`src/rtl/mult_div_unit.sv`:
```
// Iterative HI/LO multiply/divide unit: shift-add multiply and restoring divide,
// one bit per cycle on operand magnitudes, sign fix-up applied when HI/LO are written.
module mult_div_unit #(
   parameter int DATA_W = 32
) (
   input  logic              clk,
   input  logic              reset,
   input  logic              start,
   input  logic [2:0]        op,
   input  logic [DATA_W-1:0] op_a,
   input  logic [DATA_W-1:0] op_b,
   output logic              busy,
   output logic              done,
   output logic [DATA_W-1:0] hi,
   output logic [DATA_W-1:0] lo
);

   // state    | meaning
   // S_IDLE   | waiting for start; MTHI/MTLO complete here in one cycle
   // S_CALC   | DATA_W iterations, one product/quotient bit per cycle
   // S_FINISH | sign fix-up, HI/LO written, done pulses in the following cycle
   typedef enum logic [1:0] {
      S_IDLE   = 2'd0,
      S_CALC   = 2'd1,
      S_FINISH = 2'd2
   } state_t;

   localparam logic [2:0] OP_MULT  = 3'd0;
   localparam logic [2:0] OP_MULTU = 3'd1;
   localparam logic [2:0] OP_DIV   = 3'd2;
   localparam logic [2:0] OP_DIVU  = 3'd3;
   localparam logic [2:0] OP_MTHI  = 3'd4;
   localparam logic [2:0] OP_MTLO  = 3'd5;

   localparam int CW = (DATA_W > 1) ? $clog2(DATA_W) : 1;
   localparam logic [CW-1:0] CNT_INIT = CW'(DATA_W - 1);

   state_t                state_q, state_d;
   logic [CW-1:0]         cnt_q, cnt_d;
   logic                  is_div_q, is_div_d;
   logic                  neg_q, neg_d;
   logic                  rem_neg_q, rem_neg_d;
   logic [DATA_W-1:0]     b_mag_q, b_mag_d;
   logic [2*DATA_W-1:0]   p_q, p_d;
   logic [DATA_W-1:0]     hi_q, hi_d;
   logic [DATA_W-1:0]     lo_q, lo_d;
   logic                  done_q, done_d;

   logic                  is_signed;
   logic                  a_neg, b_neg;
   logic [DATA_W-1:0]     a_mag, b_mag;
   logic [DATA_W:0]       mul_sum;
   logic [2*DATA_W-1:0]   mul_next;
   logic [DATA_W:0]       r_sh, div_diff;
   logic [2*DATA_W-1:0]   div_next;
   logic [2*DATA_W-1:0]   prod_signed;

   always_comb begin
      is_signed = (op == OP_MULT) || (op == OP_DIV);
      a_neg     = is_signed & op_a[DATA_W-1];
      b_neg     = is_signed & op_b[DATA_W-1];
      a_mag     = a_neg ? -op_a : op_a;
      b_mag     = b_neg ? -op_b : op_b;

      // p_q = {partial product, remaining multiplier bits}
      mul_sum  = {1'b0, p_q[2*DATA_W-1:DATA_W]} + (p_q[0] ? {1'b0, b_mag_q} : '0);
      mul_next = {mul_sum, p_q[DATA_W-1:1]};

      // p_q = {partial remainder, dividend bits shifting out / quotient bits shifting in}
      r_sh     = {p_q[2*DATA_W-1:DATA_W], p_q[DATA_W-1]};
      div_diff = r_sh - {1'b0, b_mag_q};
      if (!div_diff[DATA_W])
         div_next = {div_diff[DATA_W-1:0], p_q[DATA_W-2:0], 1'b1};
      else
         div_next = {r_sh[DATA_W-1:0], p_q[DATA_W-2:0], 1'b0};

      prod_signed = neg_q ? -p_q : p_q;
   end

   always_comb begin
      state_d   = state_q;
      cnt_d     = cnt_q;
      is_div_d  = is_div_q;
      neg_d     = neg_q;
      rem_neg_d = rem_neg_q;
      b_mag_d   = b_mag_q;
      p_d       = p_q;
      hi_d      = hi_q;
      lo_d      = lo_q;
      done_d    = 1'b0;

      case (state_q)
         S_IDLE: begin
            if (start) begin
               case (op)
                  OP_MULT, OP_MULTU, OP_DIV, OP_DIVU: begin
                     state_d   = S_CALC;
                     cnt_d     = CNT_INIT;
                     is_div_d  = op[1];
                     neg_d     = a_neg ^ b_neg;
                     rem_neg_d = a_neg;
                     b_mag_d   = b_mag;
                     p_d       = {{DATA_W{1'b0}}, a_mag};
                  end
                  OP_MTHI: hi_d = op_a;
                  OP_MTLO: lo_d = op_a;
                  default: ;
               endcase
            end
         end
         S_CALC: begin
            p_d = is_div_q ? div_next : mul_next;
            if (cnt_q == '0)
               state_d = S_FINISH;
            else
               cnt_d = cnt_q - 1'b1;
         end
         S_FINISH: begin
            state_d = S_IDLE;
            done_d  = 1'b1;
            if (!is_div_q) begin
               hi_d = prod_signed[2*DATA_W-1:DATA_W];
               lo_d = prod_signed[DATA_W-1:0];
            end else if (b_mag_q != '0) begin
               lo_d = neg_q ? -p_q[DATA_W-1:0] : p_q[DATA_W-1:0];
               hi_d = rem_neg_q ? -p_q[2*DATA_W-1:DATA_W] : p_q[2*DATA_W-1:DATA_W];
            end
         end
         default: state_d = S_IDLE;
      endcase
   end

   always_ff @(posedge clk or negedge reset) begin
      if (!reset) begin
         state_q   <= S_IDLE;
         cnt_q     <= '0;
         is_div_q  <= 1'b0;
         neg_q     <= 1'b0;
         rem_neg_q <= 1'b0;
         b_mag_q   <= '0;
         p_q       <= '0;
         hi_q      <= '0;
         lo_q      <= '0;
         done_q    <= 1'b0;
      end else begin
         state_q   <= state_d;
         cnt_q     <= cnt_d;
         is_div_q  <= is_div_d;
         neg_q     <= neg_d;
         rem_neg_q <= rem_neg_d;
         b_mag_q   <= b_mag_d;
         p_q       <= p_d;
         hi_q      <= hi_d;
         lo_q      <= lo_d;
         done_q    <= done_d;
      end
   end

   assign busy = (state_q != S_IDLE);
   assign done = done_q;
   assign hi   = hi_q;
   assign lo   = lo_q;

endmodule

```
`config.mk`:
```
export PLATFORM = sky130hd
export DESIGN_NAME = mult_div_unit
export DESIGN_NICKNAME = d
export VERILOG_FILES = /design/src/rtl/mult_div_unit.sv
export SDC_FILE = /design/constraint.sdc
export NUM_CORES = 1
export LEC_CHECK = 0
export CELL_PAD_IN_SITES_DETAIL_PLACEMENT = 1
export CELL_PAD_IN_SITES_GLOBAL_PLACEMENT = 2
export CORE_MARGIN = 1
export CORE_UTILIZATION = 38
export CTS_BUF_LIST = sky130_fd_sc_hd__clkbuf_16
export CTS_CLUSTER_SIZE = 8
export DETAILED_ROUTE_END_ITERATION = 10
export GPL_TIMING_DRIVEN = 0
export PLACE_DENSITY_LB_ADDON = 0.1
export SYNTH_ARGS = -nofsm -noshare
export SYNTH_HDL_FRONTEND = slang
export SYNTH_SLANG_ARGS = --single-unit
```
`constraint.sdc`:
```
create_clock -name clk -period 8.2 [get_ports clk]
set_clock_uncertainty 0.05 [all_clocks]
set_input_delay 1.64 -clock clk [delete_from_list [all_inputs] [get_ports clk]]
set_output_delay 1.64 -clock clk [all_outputs]
set_load 0.1 [all_outputs]
```
==> out/qor.csv, run 1 <==
metric,value,unit
Antenna Cells,0,
DR iter-0 viols,817,
CTS max path bufs,2,
Crit-path slowest cell,a2111oi_0,
Compound-Gate Fraction of Synth Area,24.9,%
"Slew Viols, Final",0,
CTS sink count,171,
Hold Fails Final Rpt,0,
# Max-Cap Violations,0,
first-pass GRT wire length,98100,um
Post-synth EDFFs,0,
Final GP Congestion,0.939,
Worst-Skew Late Latency,0.48,ns
fin nets,2173,
Routed WL per cell,24.8,um
DR DRC count,0,
hold buffers post-CTS,0,
Tmin final,4.87,ns
top_reg_cell synth,dfrtp_1,
Area contributors post-synth,"dfrtp_1, o21ai_0, ha_1",
"area leader, netlist",dfrtp_1,
input/output buffers,135,
share of post-route cells with drive strength above 1,4.60,%
total CTS buffers,17,
delay of the slowest cell on the worst path,0.98,ns
Final Cycle Share,59.4,%
Core Region,0.0387,mm^2
Slew @ Worst Pin,1.16,ns
largest family of logic cells by synthesized area,compound AO/OA/AOI/OAI gates,
RSZ-0062 raised after global routing,no,
Adder-Cell Fraction of Synth Area,6.14,%
cell area after synthesis,0.0149,mm^2
Routed Antenna Nets,0,
WP buf/inv,3,
CTS tree,yes,
simple logic cell fraction of the synthesized area,21.0,%
initial antenna violation count,0,
post-synthesis mux area share,5.40,%
area grow syn2layout,17.6,%
remaining global-route overflow,0,
Clock transition at path regs,0.07,ns
Worst EP required,8.51,ns
fill count,4826,
Post-DP HPWL,51200,um
Final Setup Violations,0,
DIE WIDTH,200,um
Die H,200,um
CP cell instances,"clkbuf_1, inv_1, clkbuf_1, nor2_1, ha_1, o21a_1, o211ai_1, a211o_1, a2111oi_0, nor2_1, a211oi_1, mux2i_1, nand3_1",
critical path endpoint category,flip-flop,
initial core utilization,38.5,%
vias,15300,
Syn. warnings,0,
"Net Count, Synth",2018,
"Distinct cells, synth",93,
register area share after synthesis,28.7,%
Max Clk Rate,205,MHz
crit start category,flip-flop,
crit path max fanout,10,
max_slew headroom,22.0,%
H-tree level count,4,
cell count after synthesis,1876,
# resized after CTS,0,
Tot GR Track Use,31.9,%
row count,72,
DIE AREA,0.0401,mm^2
TNS Setup,0,ns
Total Wirelength,63500,um
vias per cell,5.98,
Root Driver,clkbuf_16,
vias in the first global route,15900,
Hold WC Path Type,flip-flop to flip-flop,
postcts setup bufs,0,
status,"finished, final reports clean",
first drt pass iteration count,5,
crit-path leading delay family,compound AO/OA/AOI/OAI gates,
"FF+latch count, synth",171,
WP data arrival,5.18,ns
Synth top area share,28.7,%
CP Class,flip-flop to flip-flop,
Post-Synth XOR/XNOR Area,9.56,%
"Async S/R FF share, synth",100,%
io pins,136,
largest net degree at the start of global routing,103,
average size of a mapped cell,7.96,um^2
[flip-flops by register name, indices dropped and copies added, names as in the netlist]
| signal | flops |
|---|---|
| b_mag_q | 32 |
| cnt_q | 5 |
| done | 1 |
| hi | 32 |
| is_div_q | 1 |
| lo | 32 |
| neg_q | 1 |
| p_q | 64 |
| rem_neg_q | 1 |
| state_q | 2 |
[cell families (layout without fill, tap and decap cells)]
kind of cell,count (synthesis),after routing
xor gates and xnor gates,163,163
and+or+nand+nor,647,647
muxes,80,80
DFF,171,171
AOI/OAI and AO/OA,578,578
buffers and inverters,165,333
adders and majority gates,72,72
[cell type report]
| type | instances | area (um^2) | share of cell area, % |
|---|---|---|---|
| Multi-Input combinational cell | 1540 | 9990 | 56.9 |
| Sequential cell | 171 | 4280 | 24.4 |
| Timing Repair Buffer | 136 | 1380 | 7.88 |
| Tap cell | 518 | 648 | 3.69 |
| Clock buffer | 17 | 425 | 2.42 |
| Buffer | 97 | 398 | 2.27 |
| Inverter | 68 | 255 | 1.45 |
| Clock inverter | 15 | 173 | 0.984 |
[worst paths after layout]
kind	cells past startpoint	slack, ns	end	startpoint
setup / recovery	13	3.33	p_q[61]	p_q[0]
hold / removal	1	0.43	hi[11]	hi[11]
setup reg to reg	13	3.33	p_q[61]	p_q[0]
hold reg to reg	1	0.43	hi[11]	hi[11]
max in group asynchronous	2	6.03	b_mag_q[14]	reset
min in group asynchronous	1	1.08	hi[10]	reset
[layout by cell type (no fill, tap or decap), drive strengths merged, types with 70 or more instances in the layout]
cell type | netlist | routed
xnor2 | 93 | 93
nor2 | 178 | 178
inv | 68 | 72
dfrtp | 171 | 171
a21oi | 119 | 119
clkdlybuf4s50 | 0 | 134
clkbuf | 80 | 97
mux2i | 76 | 76
ha | 70 | 70
o21ai | 206 | 206
nand2 | 227 | 227
xor2 | 70 | 70
[synthesized netlist by cell type, drive strengths merged, types with 18 or more instances]
cell      n
mux2i    76
a21oi   119
o21ai   206
clkbuf   80
o21a     18
a211oi   23
nor3     43
o31ai    45
dfrtp   171
ha       70
a21o     26
a31oi    25
nand3    33
nand2   227
xor2     70
nor4     22
a22oi    18
inv      68
or3      27
nor2    178
xnor2    93
[through the flow]
step	utilization, %	hold WS, ns	cell area [um^2]	cells	worst slack [ns]
floorplan	-	0.400	14900	1876	4.53
global placement	43.7	0.410	16900	2529	-2.26
detailed placement	43.8	0.417	17000	2530	3.08
CTS	45.3	0.433	17600	2562	3.40
global route	45.3	0.440	17600	2562	3.17
finish	45.3	0.429	17600	2562	3.33
[metal layers]
layer  global-route usage (%)  routed length, um
met4                     16.1               3070
met5                        0                  0
met1                     40.6              27500
met3                     4.33               2880
met2                     53.0              30000
Power of run 1 is left out: the tool's default activity adds up to more than one toggle a clock period on the data nets, which glitch-free logic cannot reach.
==> inputs of run 2 (changes only) <==
--- a/config.mk
+++ b/config.mk
@@ -8,7 +8,7 @@
 export CELL_PAD_IN_SITES_DETAIL_PLACEMENT = 1
 export CELL_PAD_IN_SITES_GLOBAL_PLACEMENT = 2
 export CORE_MARGIN = 1
-export CORE_UTILIZATION = 38
+export CORE_UTILIZATION = 35
 export CTS_BUF_LIST = sky130_fd_sc_hd__clkbuf_16
 export CTS_CLUSTER_SIZE = 8
 export DETAILED_ROUTE_END_ITERATION = 10
==> constraint.sdc (replaced) <==
create_clock -name clk -period 5 [get_ports clk]
set_clock_uncertainty 0.05 [all_clocks]
set_input_delay 1 -clock clk [delete_from_list [all_inputs] [get_ports clk]]
set_output_delay 1 -clock clk [all_outputs]
set_load 0.1 [all_outputs]
==> out/qor.csv, run 2 (synthesis results as in run 1) <==
metric,value,unit
status,"finished, final reports clean",
WP data arrival,5.12,ns
DR iter-0 viols,787,
"commonest non-fill, non-tap cell in the layout",nand2_1,
CTS sink count,171,
input/output buffers,135,
crit path max fanout,10,
Post-DP HPWL,52800,um
Final GP Congestion,0.936,
first drt pass iteration count,5,
first-pass GRT wire length,98600,um
remaining global-route overflow,0,
vias,15100,
share of post-route cells with drive strength above 1,4.65,%
max reg flops,64,
RSZ-0062 raised after global routing,no,
Final Setup Violations,0,
CTS tree,yes,
placed inst area,0.0170,mm^2
area grow syn2layout,17.8,%
vias in the first global route,15600,
Seq. cell area,0.00428,mm^2
Total Wirelength,65000,um
Tmin final,4.80,ns
Hold WC Path Type,flip-flop to flip-flop,
Reg with most FFs,p_q,
Routed Antenna Nets,0,
max_slew headroom,23.9,%
CTS max path bufs,2,
row count,75,
Worst-Skew Late Latency,0.48,ns
dpl ws,0.230,ns
H-tree level count,4,
largest net degree at the start of global routing,101,
initial antenna violation count,0,
Worst EP required,5.32,ns
Root Driver,clkbuf_16,
setup ws final,0.195,ns
Die H,209,um
# Max-Cap Violations,0,
Worst Hold Launch,hi[11],
Routed WL per cell,25.2,um
area of the multi-input gates,0.00999,mm^2
fin nets,2173,
most frequent cells in the layout,"nand2_1, o21ai_0, nor2_1",
hold buffers post-CTS,0,
Core Region,0.0420,mm^2
vias per cell,5.86,
Tot GR Track Use,30.0,%
critical path endpoint category,flip-flop,
"Slew Viols, Final",0,
Worst Setup SP,p_q[0],
CP Class,flip-flop to flip-flop,
Antenna Cells,0,
crit start category,flip-flop,
Final Cycle Share,96.1,%
Clock transition at path regs,0.07,ns
Max Clk Rate,208,MHz
# resized after CTS,0,
total CTS buffers,17,
Slew @ Worst Pin,1.11,ns
DR DRC count,0,
initial core utilization,35.5,%
fill count,5101,
DIE WIDTH,209,um
Hold Fails Final Rpt,0,
postcts setup bufs,0,
io pins,136,
reg2reg start,p_q[0],
Finished Cell Area,0.0176,mm^2
DIE AREA,0.0435,mm^2
[run 2: cell count changes in the layout (fill, tap and decap cells not counted), sizes merged]
cell	previous run	this run
clkinv	6	7
inv	72	71
[run 2: layout make-up]
| type | count | share of cell area (%) |
|---|---|---|
| sequential | 171 | 24.3 |
| multi-input combinational | 1540 | 56.8 |
| inverter | 68 | 1.45 |
| clock inverter | 15 | 0.982 |
| buffer | 97 | 2.26 |
| clock buffer | 17 | 2.42 |
| timing repair buffer | 136 | 7.87 |
| tap | 539 | 3.84 |
[run 2: through the flow]
step                std cells  utilization, %  setup TNS (ns)  hold WS [ns]
floorplan                1876               -               0         0.400
global placement         2550            40.3         -826.74         0.412
detailed placement       2551            40.4               0         0.416
CTS                      2583            41.8               0         0.432
global route             2583            41.8               0         0.457
finish                   2583            41.8               0         0.425
[run 2: per-layer routing]
layer / GRT usage (%) / vias up / share of wire, %
met3: 3.35 / 85 / 3.4
met1: 39.2 / 7616 / 46
met5: 0 / - / 0
met2: 50.7 / 346 / 48
met4: 11.6 / 0 / 3.5
li1: - / 7101 / -
[run 2: final timing paths]
check | end | slack, ns | cells past startpoint
min | hi[11] | 0.42 | 1
max reg2reg | p_q[63] | 0.20 | 13
min in group asynchronous | hi[12] | 0.43 | 1
max | p_q[63] | 0.20 | 13
min reg2reg | hi[11] | 0.42 | 1
max in group asynchronous | b_mag_q[14] | 3.46 | 2
[run 2: worst max-delay path, stage by stage (launching register included)]
cell	delay (ns)
dfrtp_1	0.36
clkbuf_1	0.32
inv_1	0.28
clkbuf_1	0.47
nor2_1	0.13
ha_1	0.39
nand2b_1	0.15
a21o_1	0.26
a211o_1	0.35
a2111oi_0	1.00
nor2_1	0.09
a211oi_1	0.38
a21oi_1	0.16
a211oi_1	0.28
Power of run 2 is left out for the same reason.
